### config.mk
export PLATFORM = sky130hd
export DESIGN_NAME = sr_cmd_debouncer_flat
export DESIGN_NICKNAME = d
export VERILOG_FILES = /design/src/rtl/sr_cmd_debouncer_if.sv /design/src/rtl/sr_cmd_debouncer.sv /design/src/flat_wrapper.sv
export SDC_FILE = /design/constraint.sdc
export NUM_CORES = 1
export LEC_CHECK = 0
export ABC_CLOCK_PERIOD_IN_PS = 2200
export CAP_MARGIN = 20
export CORE_AREA = 10 10 79 54
export CTS_CLUSTER_DIAMETER = 150
export DETAILED_ROUTE_END_ITERATION = 16
export DIE_AREA = 0 0 89 64
export GPL_ROUTABILITY_DRIVEN = 0
export PLACE_DENSITY = 0.65
export SLEW_MARGIN = 40
export SYNTH_ARGS = -nofsm -noshare
export SYNTH_HDL_FRONTEND = slang
export SYNTH_SLANG_ARGS = --single-unit
### constraint.sdc
create_clock -name clk -period 2.2 [get_ports clk]
set_clock_uncertainty 0.15 [all_clocks]
set_input_delay 0.44 -clock clk [delete_from_list [all_inputs] [get_ports clk]]
set_output_delay 0.44 -clock clk [all_outputs]
set_load 0.01 [all_outputs]
### src/rtl/sr_cmd_debouncer_if.sv
// Button/command bundle between the raw push-buttons, the debouncer and the SR latch.
// master drives the buttons and observes the commands; slave is the debouncer itself.
interface sr_cmd_debouncer_if;
    logic set_btn;
    logic reset_btn;
    logic S;
    logic R;
    logic set_level;
    logic reset_level;
    logic conflict;

    modport master (
        output set_btn, reset_btn,
        input  S, R, set_level, reset_level, conflict
    );

    modport slave (
        input  set_btn, reset_btn,
        output S, R, set_level, reset_level, conflict
    );
endinterface

### src/rtl/sr_cmd_debouncer.sv
// Debounces the raw set/reset buttons and turns each accepted press into a single
// S or R command pulse; simultaneous presses are suppressed and flagged as a conflict.
module sr_cmd_debouncer #(
    parameter int DEBOUNCE_CYCLES = 16,
    parameter int CNT_W           = $clog2(DEBOUNCE_CYCLES) + 1
) (
    input  logic                clk,
    input  logic                rst_n,
    sr_cmd_debouncer_if.slave   btn_if
);

    typedef enum logic [1:0] {
        RELEASED,
        PRESS_PEND,
        PRESSED,
        RELEASE_PEND
    } state_t;

    localparam logic [CNT_W-1:0] LAST_CNT = CNT_W'(DEBOUNCE_CYCLES - 1);
    localparam logic [CNT_W-1:0] CNT_ONE  = CNT_W'(1);

    // Channel 0 is the set button, channel 1 the reset button.
    logic [1:0]       w_raw;
    logic [1:0]       r_sync1;
    logic [1:0]       r_sync2;
    logic [1:0]       r_level;
    logic [1:0]       r_cand;
    logic [CNT_W-1:0] r_cnt [2];
    state_t           r_state [2];
    logic             r_s;
    logic             r_r;
    logic             r_conflict;

    assign w_raw = {btn_if.reset_btn, btn_if.set_btn};

    always_ff @(posedge clk) begin
        if (!rst_n) begin
            r_sync1    <= '0;
            r_sync2    <= '0;
            r_level    <= '0;
            r_cand     <= '0;
            r_s        <= 1'b0;
            r_r        <= 1'b0;
            r_conflict <= 1'b0;
            for (int ch = 0; ch < 2; ch++) begin
                r_cnt[ch]   <= '0;
                r_state[ch] <= RELEASED;
            end
        end else begin
            r_sync1    <= w_raw;
            r_sync2    <= r_sync1;
            r_cand     <= '0;
            r_s        <= r_cand[0] & ~r_cand[1];
            r_r        <= r_cand[1] & ~r_cand[0];
            r_conflict <= r_cand[0] & r_cand[1];

            // The counter never exceeds LAST_CNT: acceptance clears it on the same edge.
            for (int ch = 0; ch < 2; ch++) begin
                unique case (r_state[ch])
                    RELEASED: begin
                        if (r_sync2[ch]) begin
                            r_cnt[ch]   <= CNT_ONE;
                            r_state[ch] <= PRESS_PEND;
                        end else begin
                            r_cnt[ch]   <= '0;
                        end
                    end
                    PRESS_PEND: begin
                        if (!r_sync2[ch]) begin
                            r_cnt[ch]   <= '0;
                            r_state[ch] <= RELEASED;
                        end else if (r_cnt[ch] == LAST_CNT) begin
                            r_cnt[ch]   <= '0;
                            r_level[ch] <= 1'b1;
                            r_cand[ch]  <= 1'b1;
                            r_state[ch] <= PRESSED;
                        end else begin
                            r_cnt[ch]   <= r_cnt[ch] + CNT_ONE;
                        end
                    end
                    PRESSED: begin
                        if (!r_sync2[ch]) begin
                            r_cnt[ch]   <= CNT_ONE;
                            r_state[ch] <= RELEASE_PEND;
                        end else begin
                            r_cnt[ch]   <= '0;
                        end
                    end
                    RELEASE_PEND: begin
                        if (r_sync2[ch]) begin
                            r_cnt[ch]   <= '0;
                            r_state[ch] <= PRESSED;
                        end else if (r_cnt[ch] == LAST_CNT) begin
                            r_cnt[ch]   <= '0;
                            r_level[ch] <= 1'b0;
                            r_state[ch] <= RELEASED;
                        end else begin
                            r_cnt[ch]   <= r_cnt[ch] + CNT_ONE;
                        end
                    end
                    default: begin
                        r_cnt[ch]   <= '0;
                        r_level[ch] <= 1'b0;
                        r_state[ch] <= RELEASED;
                    end
                endcase
            end
        end
    end

    assign btn_if.S           = r_s;
    assign btn_if.R           = r_r;
    assign btn_if.conflict    = r_conflict;
    assign btn_if.set_level   = r_level[0];
    assign btn_if.reset_level = r_level[1];

endmodule

### src/flat_wrapper.sv
// flat-port wrapper written by rule: the top's interface ports become plain ports
module sr_cmd_debouncer_flat 
#(
    parameter int DEBOUNCE_CYCLES = 16,
    parameter int CNT_W           = $clog2(DEBOUNCE_CYCLES) + 1
)
  (clk, rst_n, btn_if_set_btn, btn_if_reset_btn, btn_if_S, btn_if_R, btn_if_set_level, btn_if_reset_level, btn_if_conflict);
  sr_cmd_debouncer_if btn_if_i ();
  input  logic clk;
  input  logic rst_n;
  input wire logic [$bits(btn_if_i.set_btn)-1:0] btn_if_set_btn;
  input wire logic [$bits(btn_if_i.reset_btn)-1:0] btn_if_reset_btn;
  output wire logic [$bits(btn_if_i.S)-1:0] btn_if_S;
  output wire logic [$bits(btn_if_i.R)-1:0] btn_if_R;
  output wire logic [$bits(btn_if_i.set_level)-1:0] btn_if_set_level;
  output wire logic [$bits(btn_if_i.reset_level)-1:0] btn_if_reset_level;
  output wire logic [$bits(btn_if_i.conflict)-1:0] btn_if_conflict;
  assign btn_if_i.set_btn = btn_if_set_btn;
  assign btn_if_i.reset_btn = btn_if_reset_btn;
  assign btn_if_S = btn_if_i.S;
  assign btn_if_R = btn_if_i.R;
  assign btn_if_set_level = btn_if_i.set_level;
  assign btn_if_reset_level = btn_if_i.reset_level;
  assign btn_if_conflict = btn_if_i.conflict;
  sr_cmd_debouncer #(.DEBOUNCE_CYCLES(DEBOUNCE_CYCLES), .CNT_W(CNT_W)) u_core (.clk(clk), .rst_n(rst_n), .btn_if(btn_if_i));
endmodule
==> metrics <==
Post-synth EDFFs=14; Max Freq=484.9 MHz; synthesized instance count=~120; critical path class=reg -> reg; Simple-Gate Fraction of Synth Area=20.47%; H-tree Lvls=1; endpoints failing hold=0; die footprint=roughly 5700 sq um; fraction of final layout cells sized beyond drive strength 1=approximately an eighth; Final #Nets=between 100 and 150; period utilisation layout=93.73%; RSZ-0062 raised after global routing=false; Hold WS=288.8 ps; hold path depth=1; first-pass GRT wire length=3581 um; final wirelength=2199 um; combinational power share=a little over a fifth; Ys Warns=0; Hold Crit Start=u_core.r_cand[1]; # diodes=0; DRC Markers=0; # rows=15; largest net degree at the start of global routing=16; DRT Pass-1 Iters=4; Vias per Instance=5.024; xor and xnor fraction of the mapped netlist area=6.180%; Core ar.=2796 sq um; worst-path fanout max=7; post-synthesis sequential area ratio=51.87%; clock share of power=23.5%; syn_area_per_cell=between 10 and 15 sq um; reg2reg end=u_core.r_cnt[0][0]; CP top delay family=adder cells; Compound-Gate Fraction of Synth Area=11.35%; arrival time at the worst endpoint=2020 ps; Sequential Power Share=between 50% and 60%; Syn Std Cell Area=1235 sq um; Worst path slowest cell=edfxtp_1; Crit path largest cell delay=420 ps; count of buffers from port buffering=8; Synth Area in Adders=5.066%; cell breakdown of the critical path=ha_1 -> and3_1 -> ha_2 -> nand2b_1 -> a21boi_0 -> a311oi_1 -> a211oi_2; CP Buf/Inv Count=0; vias post-DR=849; # IOs=9; Post-DP HPWL=1643 um; P_leak=0.5435 nW; NetSw=389.9 uW; FF-to-FF Start=u_core.r_cnt[0][0]; Final Util=between 50% and 60%; Clock Tree Root=clkbuf_8; HP Class=reg -> reg; Sw Ratio=32.26%; number of global-route vias before repair=750; largest area contributor in the netlist=edfxtp_1; Pint=around 820 uW; Routed WL per cell=13.01 um; R2R depth=7; Synth Register Bits=25; clk buf depth=2; VDD IR max=0.4064 mV; CP startpoint kind=register; Req. time, crit path=2160 ps; status=finished, final reports clean; cts bufs inserted=3; proportion of synthesized area in mux cells=0.9119%; worst skew pair latency=270 ps; clock slew at reported path FFs=100 ps; FFs w/ async S/R, synth=0%; CTS sink count=25; CTS tree=yes; GRT overflow=0; number of library cell types mapped by synthesis=38; Die Y=64 um; Max-Cap Viols=0; setup_tns=0 ps; Main synth FF type=edfxtp_1; max-slew violation count=0; Iteration-0 DRC Markers=39; post-synth top area share=34.04%; largest family of logic cells by synthesized area=simple AND/OR/NAND/NOR gates; area grow syn2layout=15.30%; Synth area leaders=edfxtp_1 34%, dfxtp_1 18%, ha_1 5.1%, nor2_1 4.3%, nand2_1 3.6%; minimum clock period=2062 ps; Die X=89 um; antenna-violating nets left=0; initial antenna violation count=0; commonest non-fill, non-tap cells in the layout=14 x nor2_1, 14 x edfxtp_1, 12 x nand2_1, 11 x dfxtp_1, 8 x clkdlybuf4s50_1; # fillers=248; r2r setup slk=about 140 ps; endpoint class of the critical path=register; pwr dens=~850 nW/um^2; end of the worst hold path=u_core.btn_if.S; GRT Util Overall=approximately 8%; Starting Density=44.16%; Setup violations, final=0
[power groups by stage]
stage	sequential (mW)	combinational, mW	clock [mW]
after floorplan	0.623	0.246	0
after global placement	0.678	0.242	0
after detailed placement	0.681	0.245	0
after CTS	0.669	0.248	0.290
after global routing	0.686	0.286	0.307
final	0.670	0.254	0.284
[timing repair]
action	4_1_cts	5_1_grt
resized for setup	0	2
hold buffers	0	0
setup endpoints to repair	0	1
buffers inserted	0	1
[cells in the mapped netlist, types with 2 or more instances]
| cell type | count |
|---|---|
| nand3_1 | 5 |
| and3_1 | 4 |
| and2_1 | 4 |
| dfxtp_1 | 11 |
| nor2_1 | 14 |
| ha_1 | 5 |
| xnor2_1 | 3 |
| nand2b_1 | 2 |
| o21ai_0 | 5 |
| nand3b_1 | 3 |
| a21oi_1 | 5 |
| buf_2 | 2 |
| edfxtp_1 | 14 |
| xor2_1 | 2 |
| xor2_2 | 2 |
| clkbuf_1 | 2 |
| inv_1 | 6 |
| nand2_1 | 12 |
[routing by layer]
layer	up-vias	GRT usage, %	part of all wire (%)
met3	2	3.291	5.9
li1	442	-	-
met4	0	2.174	0.68
met5	-	0	0
met1	391	11.94	57
met2	14	9.736	36
[worst max path at each step]
stage,start,end,cells after the start
2_1_floorplan,u_core.r_cnt[0][0],u_core.r_cnt[0][0],7
3_3_place_gp,u_core.r_cnt[0][0],u_core.r_cnt[0][0],7
3_5_place_dp,u_core.r_cnt[0][0],u_core.r_cnt[0][0],7
4_1_cts,u_core.r_cnt[0][0],u_core.r_cnt[0][0],7
5_1_grt,u_core.r_cnt[0][0],u_core.r_cnt[0][0],7
6_report,u_core.r_cnt[0][0],u_core.r_cnt[0][0],7
[registers in the layout (all words and copies together), names as in the netlist]
register	cells
u_core.r_cand	2
u_core.btn_if.R	1
u_core.btn_if.S	1
u_core.btn_if.conflict	1
u_core.r_level	2
u_core.r_state	4
u_core.r_sync1	2
u_core.r_sync2	2
u_core.r_cnt	10
[through the flow]
stage / instances / setup slack [ps] / cell area (sq um) / power, mW
4_1_cts: 168 / 34.34 / 1411 / 1.207
2_1_floorplan: 125 / 230.4 / 1250 / 0.8686
3_5_place_dp: 164 / 64.30 / 1363 / 0.9258
5_1_grt: 169 / 21.82 / 1424 / 1.279
3_3_place_gp: 164 / 67.83 / 1363 / 0.9201
6_report: 169 / 137.9 / 1424 / 1.209
[area by class of cell]
cell class	instances	area [sq um]	area share, %
Tap cell	34	42.54	2.988
Sequential cell	25	640.6	44.99
Multi-Input combinational cell	89	566.8	39.81
Timing Repair Buffer	11	102.6	7.206
Clock buffer	3	41.29	2.900
Clock inverter	1	7.507	0.5272
Inverter	6	22.52	1.582
[logic make-up after synthesis]
kind of cell    count (synthesis)
simple gates                   50
flops                          25
compound gates                 21
buf+inv                        11
xor+xnor                        7
fa+ha+maj                       5
other cells                     1
mux                             1
Note: power is estimated with default switching activity, not from simulation.
